$ cat src/rtl/rx_bit_timer.sv
// rx_bit_timer: mid-bit sample strobe generation from a fractional
// clocks-per-bit ratio, resync on data edges, stuffed-bit removal,
// byte framing and saturating per-packet byte counting.
module rx_bit_timer #(
    parameter int PERIOD_NUM    = 25,
    parameter int PERIOD_DEN    = 3,
    parameter int RESYNC_ACC    = 13,
    parameter int BITS_PER_BYTE = 8,
    parameter int MAX_BYTES     = 69,
    parameter int CNT_W         = 7
) (
    input  logic                             clk,
    input  logic                             n_rst,
    input  logic                             enable_timer,
    input  logic                             clear,
    input  logic                             resync,
    input  logic                             stuff_bit,
    output logic                             sample_strobe,
    output logic                             shift_enable,
    output logic [$clog2(BITS_PER_BYTE)-1:0] bit_index,
    output logic                             byte_complete,
    output logic [CNT_W-1:0]                 byte_count,
    output logic                             byte_overflow
);

    localparam int ACC_W = $clog2(PERIOD_NUM + PERIOD_DEN);
    localparam int BI_W  = $clog2(BITS_PER_BYTE);

    localparam logic [ACC_W-1:0] NUM_C    = ACC_W'(PERIOD_NUM);
    localparam logic [ACC_W-1:0] DEN_C    = ACC_W'(PERIOD_DEN);
    localparam logic [ACC_W-1:0] RESYNC_C = ACC_W'(RESYNC_ACC);
    localparam logic [BI_W-1:0]  LAST_BIT = BI_W'(BITS_PER_BYTE - 1);
    localparam logic [CNT_W-1:0] MAX_C    = CNT_W'(MAX_BYTES);

    logic [ACC_W-1:0] acc_reg, acc_next;
    logic [ACC_W-1:0] sum;
    logic             strobe_reg, strobe_next;
    logic [BI_W-1:0]  bit_index_reg, bit_index_next;
    logic             byte_complete_reg, byte_complete_next;
    logic [CNT_W-1:0] byte_count_reg, byte_count_next;
    logic             overflow_reg, overflow_next;

    // A data bit is shifted only on a strobe that is not a stuffed bit.
    assign shift_enable  = strobe_reg & ~stuff_bit;
    assign sample_strobe = strobe_reg;
    assign bit_index     = bit_index_reg;
    assign byte_complete = byte_complete_reg;
    assign byte_count    = byte_count_reg;
    assign byte_overflow = overflow_reg;

    // Next-state: phase accumulator, strobe, bit framing and byte counting.
    always_comb begin
        sum                = acc_reg + DEN_C;
        acc_next           = acc_reg;
        strobe_next        = 1'b0;
        bit_index_next     = bit_index_reg;
        byte_complete_next = 1'b0;
        byte_count_next    = byte_count_reg;
        overflow_next      = overflow_reg;

        if (clear) begin
            // Packet restart: partial byte and all counts are discarded.
            acc_next       = '0;
            bit_index_next = '0;
            byte_count_next = '0;
            overflow_next  = 1'b0;
        end else begin
            // Phase: resync re-centres and suppresses any crossing this cycle.
            if (resync) begin
                acc_next = RESYNC_C;
            end else if (enable_timer) begin
                if (sum >= NUM_C) begin
                    acc_next    = sum - NUM_C;
                    strobe_next = 1'b1;
                end else begin
                    acc_next = sum;
                end
            end

            // Framing follows any valid shift, including a strobe that is
            // finishing its cycle while the timer is paused or resynced.
            if (shift_enable) begin
                if (bit_index_reg == LAST_BIT) begin
                    bit_index_next     = '0;
                    byte_complete_next = 1'b1;
                    if (byte_count_reg < MAX_C) begin
                        byte_count_next = byte_count_reg + 1'b1;
                    end else begin
                        overflow_next = 1'b1;
                    end
                end else begin
                    bit_index_next = bit_index_reg + 1'b1;
                end
            end
        end
    end

    // State registers with synchronous active-low reset.
    always_ff @(posedge clk) begin
        if (!n_rst) begin
            acc_reg           <= '0;
            strobe_reg        <= 1'b0;
            bit_index_reg     <= '0;
            byte_complete_reg <= 1'b0;
            byte_count_reg    <= '0;
            overflow_reg      <= 1'b0;
        end else begin
            acc_reg           <= acc_next;
            strobe_reg        <= strobe_next;
            bit_index_reg     <= bit_index_next;
            byte_complete_reg <= byte_complete_next;
            byte_count_reg    <= byte_count_next;
            overflow_reg      <= overflow_next;
        end
    end

endmodule
$ cat config.mk
export PLATFORM = sky130hd
export DESIGN_NAME = rx_bit_timer
export DESIGN_NICKNAME = d
export VERILOG_FILES = /design/src/rtl/rx_bit_timer.sv
export SDC_FILE = /design/constraint.sdc
export NUM_CORES = 1
export LEC_CHECK = 0
export ABC_AREA = 1
export CAP_MARGIN = 20
export CORE_ASPECT_RATIO = 0.6
export CORE_MARGIN = 2
export CORE_UTILIZATION = 35
export CTS_CLUSTER_SIZE = 8
export DETAILED_ROUTE_END_ITERATION = 10
export MAX_ROUTING_LAYER = met4
export PLACE_DENSITY_LB_ADDON = 0.15
export SLEW_MARGIN = 20
export SYNTH_ARGS = -nofsm -noshare
export SYNTH_HDL_FRONTEND = slang
export SYNTH_SLANG_ARGS = --single-unit
$ cat constraint.sdc
create_clock -name clk -period 1.9 [get_ports clk]
set_input_delay 0.38 -clock clk [delete_from_list [all_inputs] [get_ports clk]]
set_output_delay 0.38 -clock clk [all_outputs]
set_load 0.05 [all_outputs]
==> results of run 1 <==
area by class of cell:
cell class,instances,area (um^2),area share
Sequential cell,18,360.3,0.2567
Inverter,26,102.6,0.07308
Multi-Input combinational cell,103,635.6,0.4528
Clock buffer,4,55.05,0.03922
Timing Repair Buffer,20,197.7,0.1408
Tap cell,42,52.55,0.03743
cell families (layout without fill, tap and decap cells):
group / Yosys count / in the layout
flops: 18 / 18
fa+ha+maj: 8 / 8
compound gates: 21 / 21
xor+xnor: 3 / 3
simple gates: 71 / 71
buf+inv: 26 / 50
synthesized netlist by cell type:
library cell	number	area [um^2]
nand3_1	12	60.06
o21ai_0	4	20.02
nor2_2	1	6.260
xnor2_1	2	17.52
nor3_1	4	20.02
dfxtp_1	18	360.4
o211ai_1	1	7.510
xor2_1	1	8.760
o21ai_1	1	5.000
nor2_4	1	11.26
nor2_8	1	20.02
nand3_4	2	35.03
nand2_4	2	22.52
ha_1	8	100.1
a21oi_2	3	26.28
inv_4	2	12.51
a21oi_1	11	55.05
nand4_1	2	12.51
nand2_2	4	25.02
nor3_2	1	10.01
o22ai_1	1	6.260
nand2_1	29	108.9
nor2_1	10	37.54
inv_1	22	82.58
inv_2	2	7.510
nand3_2	2	20.02
power breakdown:
part           switching, mW  leakage, nW  internal (mW)
Sequential           0.00650        0.146          0.381
Clock                  0.123       0.0288          0.184
Combinational         0.0432        0.421         0.0317
worst max-delay path by stage:
stage	to	slack, ns	cells after the start
finish	bit_index[2]	0.1	1
global route	bit_index[2]	0.05	1
CTS	bit_index[2]	0.08	1
detailed placement	byte_count[2]$_SDFFE_PP0P_	0.17	9
global placement	byte_count[2]$_SDFFE_PP0P_	0.20	9
floorplan	byte_count[2]$_SDFFE_PP0P_	0.09	9
stage by stage:
stage	utilization	worst slack (ns)	instance area, um^2	hold slack, ns	power (mW)
2_1_floorplan	-	0.09363	1099	0.4670	0.4417
3_3_place_gp	0.4607	0.2025	1349	0.4587	0.4711
3_5_place_dp	0.4607	0.1690	1349	0.4702	0.4717
4_1_cts	0.4795	0.08355	1404	0.4897	0.7796
5_1_grt	0.4795	0.04932	1404	0.5245	0.8053
6_report	0.4795	0.09796	1404	0.4878	0.7701
metal layers:
metal | vias to the layer above | part of all wire | global-route usage
met4 | 0 | 0.0094 | 0.03273
met5 | - | 0 | -
met2 | 25 | 0.40 | 0.1876
met3 | 2 | 0.053 | 0.05000
met1 | 406 | 0.54 | 0.1920
li1 | 520 | - | -
==> flow_metrics.tcl, run 1 <==
set metrics [dict create \
    status "completed" \
    path_max_fanout 3 \
    min_path_type "reg2reg" \
    numCtsBuffers 3 \
    p_per_area_nw_per_um2 548.6 \
    tightestPinTransition_ns 0.4906 \
    viasPerCell 4.474 \
    maxCapViolations 0 \
    finalNetCount 186 \
    postCtsResizedCells 0 \
    fin_crit_ns 1.802 \
    vdd_ir_drop_max_mv 0.2601 \
    slowest_delay_ns 0.81 \
    layout_common_cells "nand2_1 (29), inv_1 (22), dfxtp_1 (18)" \
    slew_viol_final 0 \
    die_x_um 76.33 \
    fin_cells 213 \
    antenna_found_initial 0 \
    gp_congestion 0.8348 \
    synth_xor_area_frac 0.02392 \
    fmax_mhz 554.9 \
    hold_start "byte_count[6]$_SDFFE_PP0P_" \
    wl_um 2229 \
    num_antenna_cells 0 \
    crit_required_ns 1.52 \
    synth_fa_ha_area_frac 0.09112 \
    grt_usage 0.1381 \
    final_common_cell "nand2_1" \
    hpwl_um 1822 \
    syn_area_per_cell_um2 7.473 \
    start_kind "register" \
    cp_num_buf_inv 1 \
    hold_viol 0 \
    crit_family "buffers and inverters" \
    finalCritPeriodShare 0.9484 \
    yosys_register_bits 18 \
    synth-simple-area-share 0.3542 \
    timing.rr.start "acc_reg[0]$_SDFFE_PP0P_" \
    grt_max_degree 11 \
    first_pass_iters 4 \
    synth_compound_area_frac 0.1093 \
    slew_headroom 0.6719 \
    r2r_cells 12 \
    synthDistinctLibCells 26 \
    clk_path_buf_depth 2 \
    min_delay_path_depth 2 \
    crit_slowest_cell "clkdlybuf4s50_1" \
    grt_pass1_vias 809 \
    hold_buffers 0 \
    setup_tns_ns 0 \
    pin_count 20 \
    wl_per_cell_um 10.46 \
    drc 0 \
    min_to "byte_count[6]$_SDFFE_PP0P_" \
    h-tree-depth 1 \
    synthMuxAreaShare 0 \
    fin_skew_ns 0.001678 \
    drive_gt1_frac 0.2105 \
    die-area_um2 3617 \
    reg2reg_slack_ns 0.24 \
    clock-root-buffer "clkbuf_8" \
    synthToLayoutAreaGrowth_pct 27.79 \
    setup_viol 0 \
    cts_sinks 18 \
    dp.cells 209 \
    synth.cell_area_um2 1099 \
    synth_fp_nets 161 \
    cp.arrival_ns 1.42 \
    ys_seq_area_frac 0.3280 \
    std_cell_rows 15 \
    syn_inst 147 \
    leakagePower_nw 0.5954 \
    crit_chain "clkdlybuf4s50_1" \
    synth_top_family_by_area "simple AND/OR/NAND/NOR gates" \
    largest_reg_flops 7 \
    crit_start "bit_index[2]$_SDFFE_PP0P_" \
    crit_type "reg2out" \
    start_util 0.3752 \
    clkTransAtPathRegs_ns 0.07 \
    ys.warnings.count 0 \
    fillCellCount 294 \
    rr_endpoint "acc_reg[0]$_SDFFE_PP0P_" \
    rsz0062_at_grt "false" \
    drt_iter0_drc 48 \
    grt_overflow 0 \
    clkLatencyLatePin_ns 0.25 \
    antenna_left 0 \
    cts_setup_buffers 0 \
    die_height_um 47.40 \
    portBuffers 19 \
    tritoncts "yes" \
    end_kind "output pin" \
    core_area_um2 2928 \
    via_count 953 \
    grt_pass1_wl_um 3746 \
]
No activity file was read; power rests on OpenSTA's default activity.
==> run 2: changes to the inputs <==
--- a/config.mk
+++ b/config.mk
@@ -13,7 +13,6 @@
 export CTS_CLUSTER_SIZE = 8
 export DETAILED_ROUTE_END_ITERATION = 10
 export MAX_ROUTING_LAYER = met4
-export PLACE_DENSITY_LB_ADDON = 0.15
 export SLEW_MARGIN = 20
 export SYNTH_ARGS = -nofsm -noshare
 export SYNTH_HDL_FRONTEND = slang
==> run 2 against run 1 <==
  * Total power grew 0.31%
  * Worst hold slack lost 0.00064 ns
  * Design area shrank 0.89%
  * Largest power group unchanged
  * Via count grew 7.2%
  * Die area is the same
  * Sequential power is essentially flat
==> flow_metrics.tcl, run 2 (synthesized netlist as in run 1, its figures left out) <==
set metrics [dict create \
    status "completed" \
    leakagePower_nw 0.5917 \
    clkLatencyLatePin_ns 0.25 \
    path_max_fanout 3 \
    viasPerCell 4.798 \
    hpwl_um 1959 \
    p_int_uw 594.6 \
    crit_start "bit_index[1]$_SDFFE_PP0P_" \
    wl_per_cell_um 11.66 \
    pin_count 20 \
    drive_gt1_frac 0.2105 \
    synthToLayoutAreaGrowth_pct 26.65 \
    timing.rr.start "acc_reg[0]$_SDFFE_PP0P_" \
    slowest_delay_ns 0.82 \
    wl_um 2483 \
    crit_required_ns 1.52 \
    crit_end "bit_index[1]" \
    cts_sinks 18 \
    fmax_mhz 554.4 \
    fin_cells 213 \
    fin_skew_ns 0.002919 \
    die_x_um 76.33 \
    gp_congestion 0.8447 \
    p_sw_uw 177.9 \
    rr_endpoint "acc_reg[0]$_SDFFE_PP0P_" \
    crit_slowest_cell "clkdlybuf4s50_1" \
    rsz0062_at_grt "false" \
    grt_max_degree 11 \
    postCtsResizedCells 0 \
    via_count 1022 \
    cp.arrival_ns 1.42 \
    slew_viol_final 0 \
    num_antenna_cells 0 \
    antenna_found_initial 0 \
    die_height_um 47.40 \
    min_path_type "reg2reg" \
    largest_reg_flops 7 \
    finalCritPeriodShare 0.9494 \
    vdd_ir_drop_max_mv 0.2686 \
    die-area_um2 3617 \
    slew_headroom 0.6663 \
    comb_power_share 0.095 \
    tightestPinTransition_ns 0.4990 \
    start_kind "register" \
    grt_pass1_wl_um 4312 \
    grt_overflow 0 \
    total_power_uw 772.5 \
    numCtsBuffers 3 \
    portBuffers 19 \
    r2r_cells 12 \
    tritoncts "yes" \
    cp_num_buf_inv 1 \
    clock-root-buffer "clkbuf_8" \
    maxCapViolations 0 \
    finalNetCount 186 \
    layout_common_cells "nand2_1 (29), inv_1 (22), dfxtp_1 (18)" \
    seq_power_share 0.503 \
    crit_chain "clkdlybuf4s50_1" \
    final_common_cell "nand2_1" \
    switching_share 0.2302 \
    hold_buffers 0 \
    grt_pass1_vias 911 \
    drc 0 \
    whs_ns 0.4871 \
    drt_iter0_drc 33 \
    crit_family "buffers and inverters" \
    hold_viol 0 \
    std_cell_rows 15 \
    core_area_um2 2928 \
    antenna_left 0 \
    end_kind "output pin" \
    clkTransAtPathRegs_ns 0.07 \
    crit_type "reg2out" \
    first_pass_iters 4 \
    p_per_area_nw_per_um2 555.2 \
    setup_tns_ns 0 \
    setup_viol 0 \
    clk_path_buf_depth 2 \
    reg2reg_slack_ns 0.15 \
    grt_usage 0.1620 \
    cts_setup_buffers 0 \
    fin_crit_ns 1.804 \
    power_frac_clock 0.402 \
    h-tree-depth 1 \
    start_util 0.3752 \
    dp.cells 209 \
    crit_cells 1 \
]
run 2: final cells by class:
class / instances / area, um^2
Clock buffer: 4 / 55.05
Timing Repair Buffer: 20 / 185.2
Fill cell: 312 / 1536
Inverter: 26 / 102.6
Multi-Input combinational cell: 103 / 635.6
Tap cell: 42 / 52.55
Sequential cell: 18 / 360.3
run 2: worst min path at each step:
stage          cells after the start                          to  slack (ns)                       start
2_1_floorplan                      2     acc_reg[4]$_SDFFE_PP0P_        0.47     acc_reg[4]$_SDFFE_PP0P_
3_3_place_gp                       2  byte_overflow$_SDFFE_PP0P_        0.46  byte_overflow$_SDFFE_PP0P_
3_5_place_dp                       2  byte_count[6]$_SDFFE_PP0P_        0.47  byte_count[6]$_SDFFE_PP0P_
4_1_cts                            2  byte_count[6]$_SDFFE_PP0P_        0.49  byte_count[6]$_SDFFE_PP0P_
5_1_grt                            2  byte_overflow$_SDFFE_PP0P_        0.52  byte_overflow$_SDFFE_PP0P_
6_report                           2  byte_count[6]$_SDFFE_PP0P_        0.49  byte_count[6]$_SDFFE_PP0P_
run 2: worst register-to-register path, cell delays in order, from the launching register on:
cell and delay, ns:
dfxtp_1 0.44, inv_1 0.14, ha_1 0.25, inv_1 0.10, nand3_1 0.09, nand2_1 0.09, nand2_2 0.07, inv_4 0.07
nand3_4 0.09, nand3_1 0.09, nand2_1 0.06, nor2_1 0.08, nor2_1 0.05
run 2: power by group through the flow:
stage / combinational (mW) / clock (mW) / sequential, mW
after floorplan: 0.0472 / 0 / 0.395
after global placement: 0.0705 / 0 / 0.396
after detailed placement: 0.0731 / 0 / 0.397
after CTS: 0.0734 / 0.322 / 0.388
after global routing: 0.0832 / 0.340 / 0.389
final: 0.0736 / 0.311 / 0.388
run 2: per-stage QoR:
step                  util  area, um^2  setup slack [ns]
CTS                 0.4752        1391           0.07612
global placement    0.4564        1336            0.2029
detailed placement  0.4564        1336            0.1400
global route        0.4752        1391           0.01203
floorplan                -        1099           0.09363
finish              0.4752        1391           0.09612
run 2: metal layers:
layer	GRT usage	up-vias	wire length, um
li1	-	523	-
met1	0.2108	467	1272
met2	0.2531	30	1090
met3	0.04615	2	108
met4	0.04000	0	12
met5	-	-	0
==> run 3: changes to the inputs <==
--- a/config.mk
+++ b/config.mk
@@ -5,14 +5,12 @@
 export SDC_FILE = /design/constraint.sdc
 export NUM_CORES = 1
 export LEC_CHECK = 0
-export ABC_AREA = 1
 export CAP_MARGIN = 20
-export CORE_ASPECT_RATIO = 0.6
-export CORE_MARGIN = 2
-export CORE_UTILIZATION = 35
+export CORE_UTILIZATION = 50
 export CTS_CLUSTER_SIZE = 8
 export DETAILED_ROUTE_END_ITERATION = 10
 export MAX_ROUTING_LAYER = met4
+export PLACE_DENSITY = 0.77
 export SLEW_MARGIN = 20
 export SYNTH_ARGS = -nofsm -noshare
 export SYNTH_HDL_FRONTEND = slang
==> run 3 against run 2 <==
  * Maximum frequency fell by 1.5%
  * Global-route usage rose by 7.3 points
  * Die area fell by 37%
  * Largest cell class unchanged
  * Combinational power rose by 36%
  * Count of clock-buffer cells in the layout did not move
  * Critical path depth did not move
  * Highest routed layer unchanged
  * Register-to-register slack got worse by 0.06 ns
==> flow_metrics.tcl, run 3 <==
set metrics [dict create \
    dp.cells 169 \
    grt_pass1_wl_um 3691 \
    setup_tns_ns 0 \
    die_height_um 47.88 \
    clk_path_buf_depth 2 \
    fillCellCount 166 \
    hold_viol 0 \
    status "completed" \
    clock-root-buffer "clkbuf_4" \
    syn_area_per_cell_um2 8.843 \
    yosys-top-cells-count "dfxtp_1 (18), nor2_1 (12), ha_1 (8), nand2_1 (8), xnor2_1 (7)" \
    clkTransAtPathRegs_ns 0.11 \
    cts_sinks 18 \
    h-tree-depth 1 \
    synth_edf_count 0 \
    antenna_left 0 \
    setup_viol 0 \
    clkLatencyLatePin_ns 0.29 \
    layout_common_cells "buf_4 (15), dfxtp_1 (14), nor2_1 (12)" \
    grt_usage 0.2349 \
    crit_chain "clkdlybuf4s50_1" \
    end_kind "output pin" \
    grt_max_degree 17 \
    fmax_mhz 546.3 \
    path_max_fanout 2 \
    ys_seq_area_frac 0.3424 \
    viasPerCell 5.434 \
    p_per_area_nw_per_um2 525.0 \
    num_antenna_cells 0 \
    crit_required_ns 1.52 \
    vdd_ir_drop_max_mv 0.4069 \
    gp_congestion 0.8522 \
    largest_reg_flops 7 \
    crit_family "buffers and inverters" \
    grt_pass1_vias 866 \
    synth.cell_area_um2 1052 \
    synthDistinctLibCells 37 \
    syn_inst 119 \
    std_cell_rows 16 \
    slew_headroom 0.6665 \
    wl_um 2250 \
    core_area_um2 1962 \
    gr-usage-met3 0.03774 \
    synthTopCellsByArea "dfxtp_1 (34%), ha_1 (9.5%), xnor2_1 (5.8%)" \
    total_power_uw 719.9 \
    fin_crit_ns 1.831 \
    crit_start "byte_overflow$_SDFFE_PP0P_" \
    maxCapViolations 0 \
    slowest_delay_ns 0.80 \
    tritoncts "yes" \
    min_path_type "reg2reg" \
    final_util 0.6990 \
    fin_cells 173 \
    drt_iter0_drc 18 \
    cp_num_buf_inv 1 \
    ys_async_sr_fraction 0 \
    ys.flop_type "dfxtp_1" \
    start_kind "register" \
    finalNetCount 161 \
    yosys_register_bits 18 \
    numCtsBuffers 3 \
    cp.arrival_ns 1.45 \
    synthToLayoutAreaGrowth_pct 30.32 \
    slew_viol_final 0 \
    whs_ns 0.4641 \
    via_count 940 \
    hold_start "bit_index[1]$_SDFFE_PP0P_" \
    synth.most_common_cell "dfxtp_1" \
    synth_fp_nets 133 \
    die_x_um 47.88 \
    hpwl_um 1694 \
    ys.warnings.count 0 \
    finalCritPeriodShare 0.9634 \
    final_common_cell "buf_4" \
    grtUsageMet2 0.4189 \
    fin_skew_ns 0.01686 \
    first_pass_iters 4 \
    hold_buffers 0 \
    crit_type "reg2out" \
    yosysTopAreaCellShare 0.3424 \
    tightestPinTransition_ns 0.4988 \
    leakagePower_nw 0.5405 \
    antenna_found_initial 0 \
    pin_count 20 \
    drive_gt1_frac 0.2329 \
    die-area_um2 2292 \
    crit_slowest_cell "clkdlybuf4s50_1" \
    cts_setup_buffers 0 \
    portBuffers 19 \
    grt_overflow 0 \
    wl_per_cell_um 13.01 \
    grt_use_met1 0.2608 \
    synth_top_cell_by_area "dfxtp_1" \
    drc 0 \
    top_usage_layer "met2" \
    timing.rr.start "acc_reg[1]$_SDFFE_PP0P_" \
    start_util 0.5364 \
]
[run 3: layer usage]
metal  routed length [um]  vias up  part of all wire
met1                  981      445              0.44
met3                   68        2             0.030
met2                 1191       20              0.53
met4                    9        0            0.0040
met5                    0        -                 0
li1                     -      473                 -
[run 3: worst paths after layout]
check                                                  to  slack [ns]  cells past startpoint
worst max-delay path                        byte_overflow        0.07                      1
worst min register to register  bit_index[1]$_SDFFE_PP0P_        0.46                      2
worst max register to register    acc_reg[2]$_SDFFE_PP0P_        0.09                      8
worst min-delay path            bit_index[1]$_SDFFE_PP0P_        0.46                      2
[run 3: kinds of logic after synthesis]
group	count (synthesis)	share of synthesized area
adder cells (fa/ha/maj)	8	0.09513
buffers and inverters	11	0.05707
XOR/XNOR	9	0.07492
AND/OR/NAND/NOR	50	0.2592
AO/OA/AOI/OAI	23	0.1712
flip-flops	18	0.3425
[run 3: through the flow]
| stage | instance area, um^2 | worst slack (ns) |
|---|---|---|
| floorplan | 1056 | 0.01731 |
| global placement | 1305 | 0.1248 |
| detailed placement | 1305 | 0.07538 |
| CTS | 1341 | 0.03640 |
| global route | 1371 | -0.01538 |
| finish | 1371 | 0.06947 |
[run 3: power by group]
| group | leakage [nW] | internal [mW] | total, mW | switching, mW |
|---|---|---|---|---|
| clock | 0.0210 | 0.117 | 0.231 | 0.114 |
| combinational | 0.372 | 0.0520 | 0.0998 | 0.0479 |
| sequential | 0.148 | 0.382 | 0.389 | 0.00710 |
| total | 0.540 | 0.551 | 0.720 | 0.169 |
[run 3: layout make-up]
class	count	area (um^2)	share of cell area
Tap cell	27	33.78	0.02463
Multi-Input combinational cell	90	658.1	0.4799
Inverter	6	22.52	0.01642
Timing Repair Buffer	28	255.2	0.1861
Clock buffer	4	36.28	0.02646
Sequential cell	18	365.4	0.2664
[run 3: timing repair]
| action | in CTS | in global routing |
|---|---|---|
| endpoints found under the hold margin | 0 | 0 |
| gates resized for setup | 0 | 5 |
| endpoints found under the setup margin | 0 | 4 |
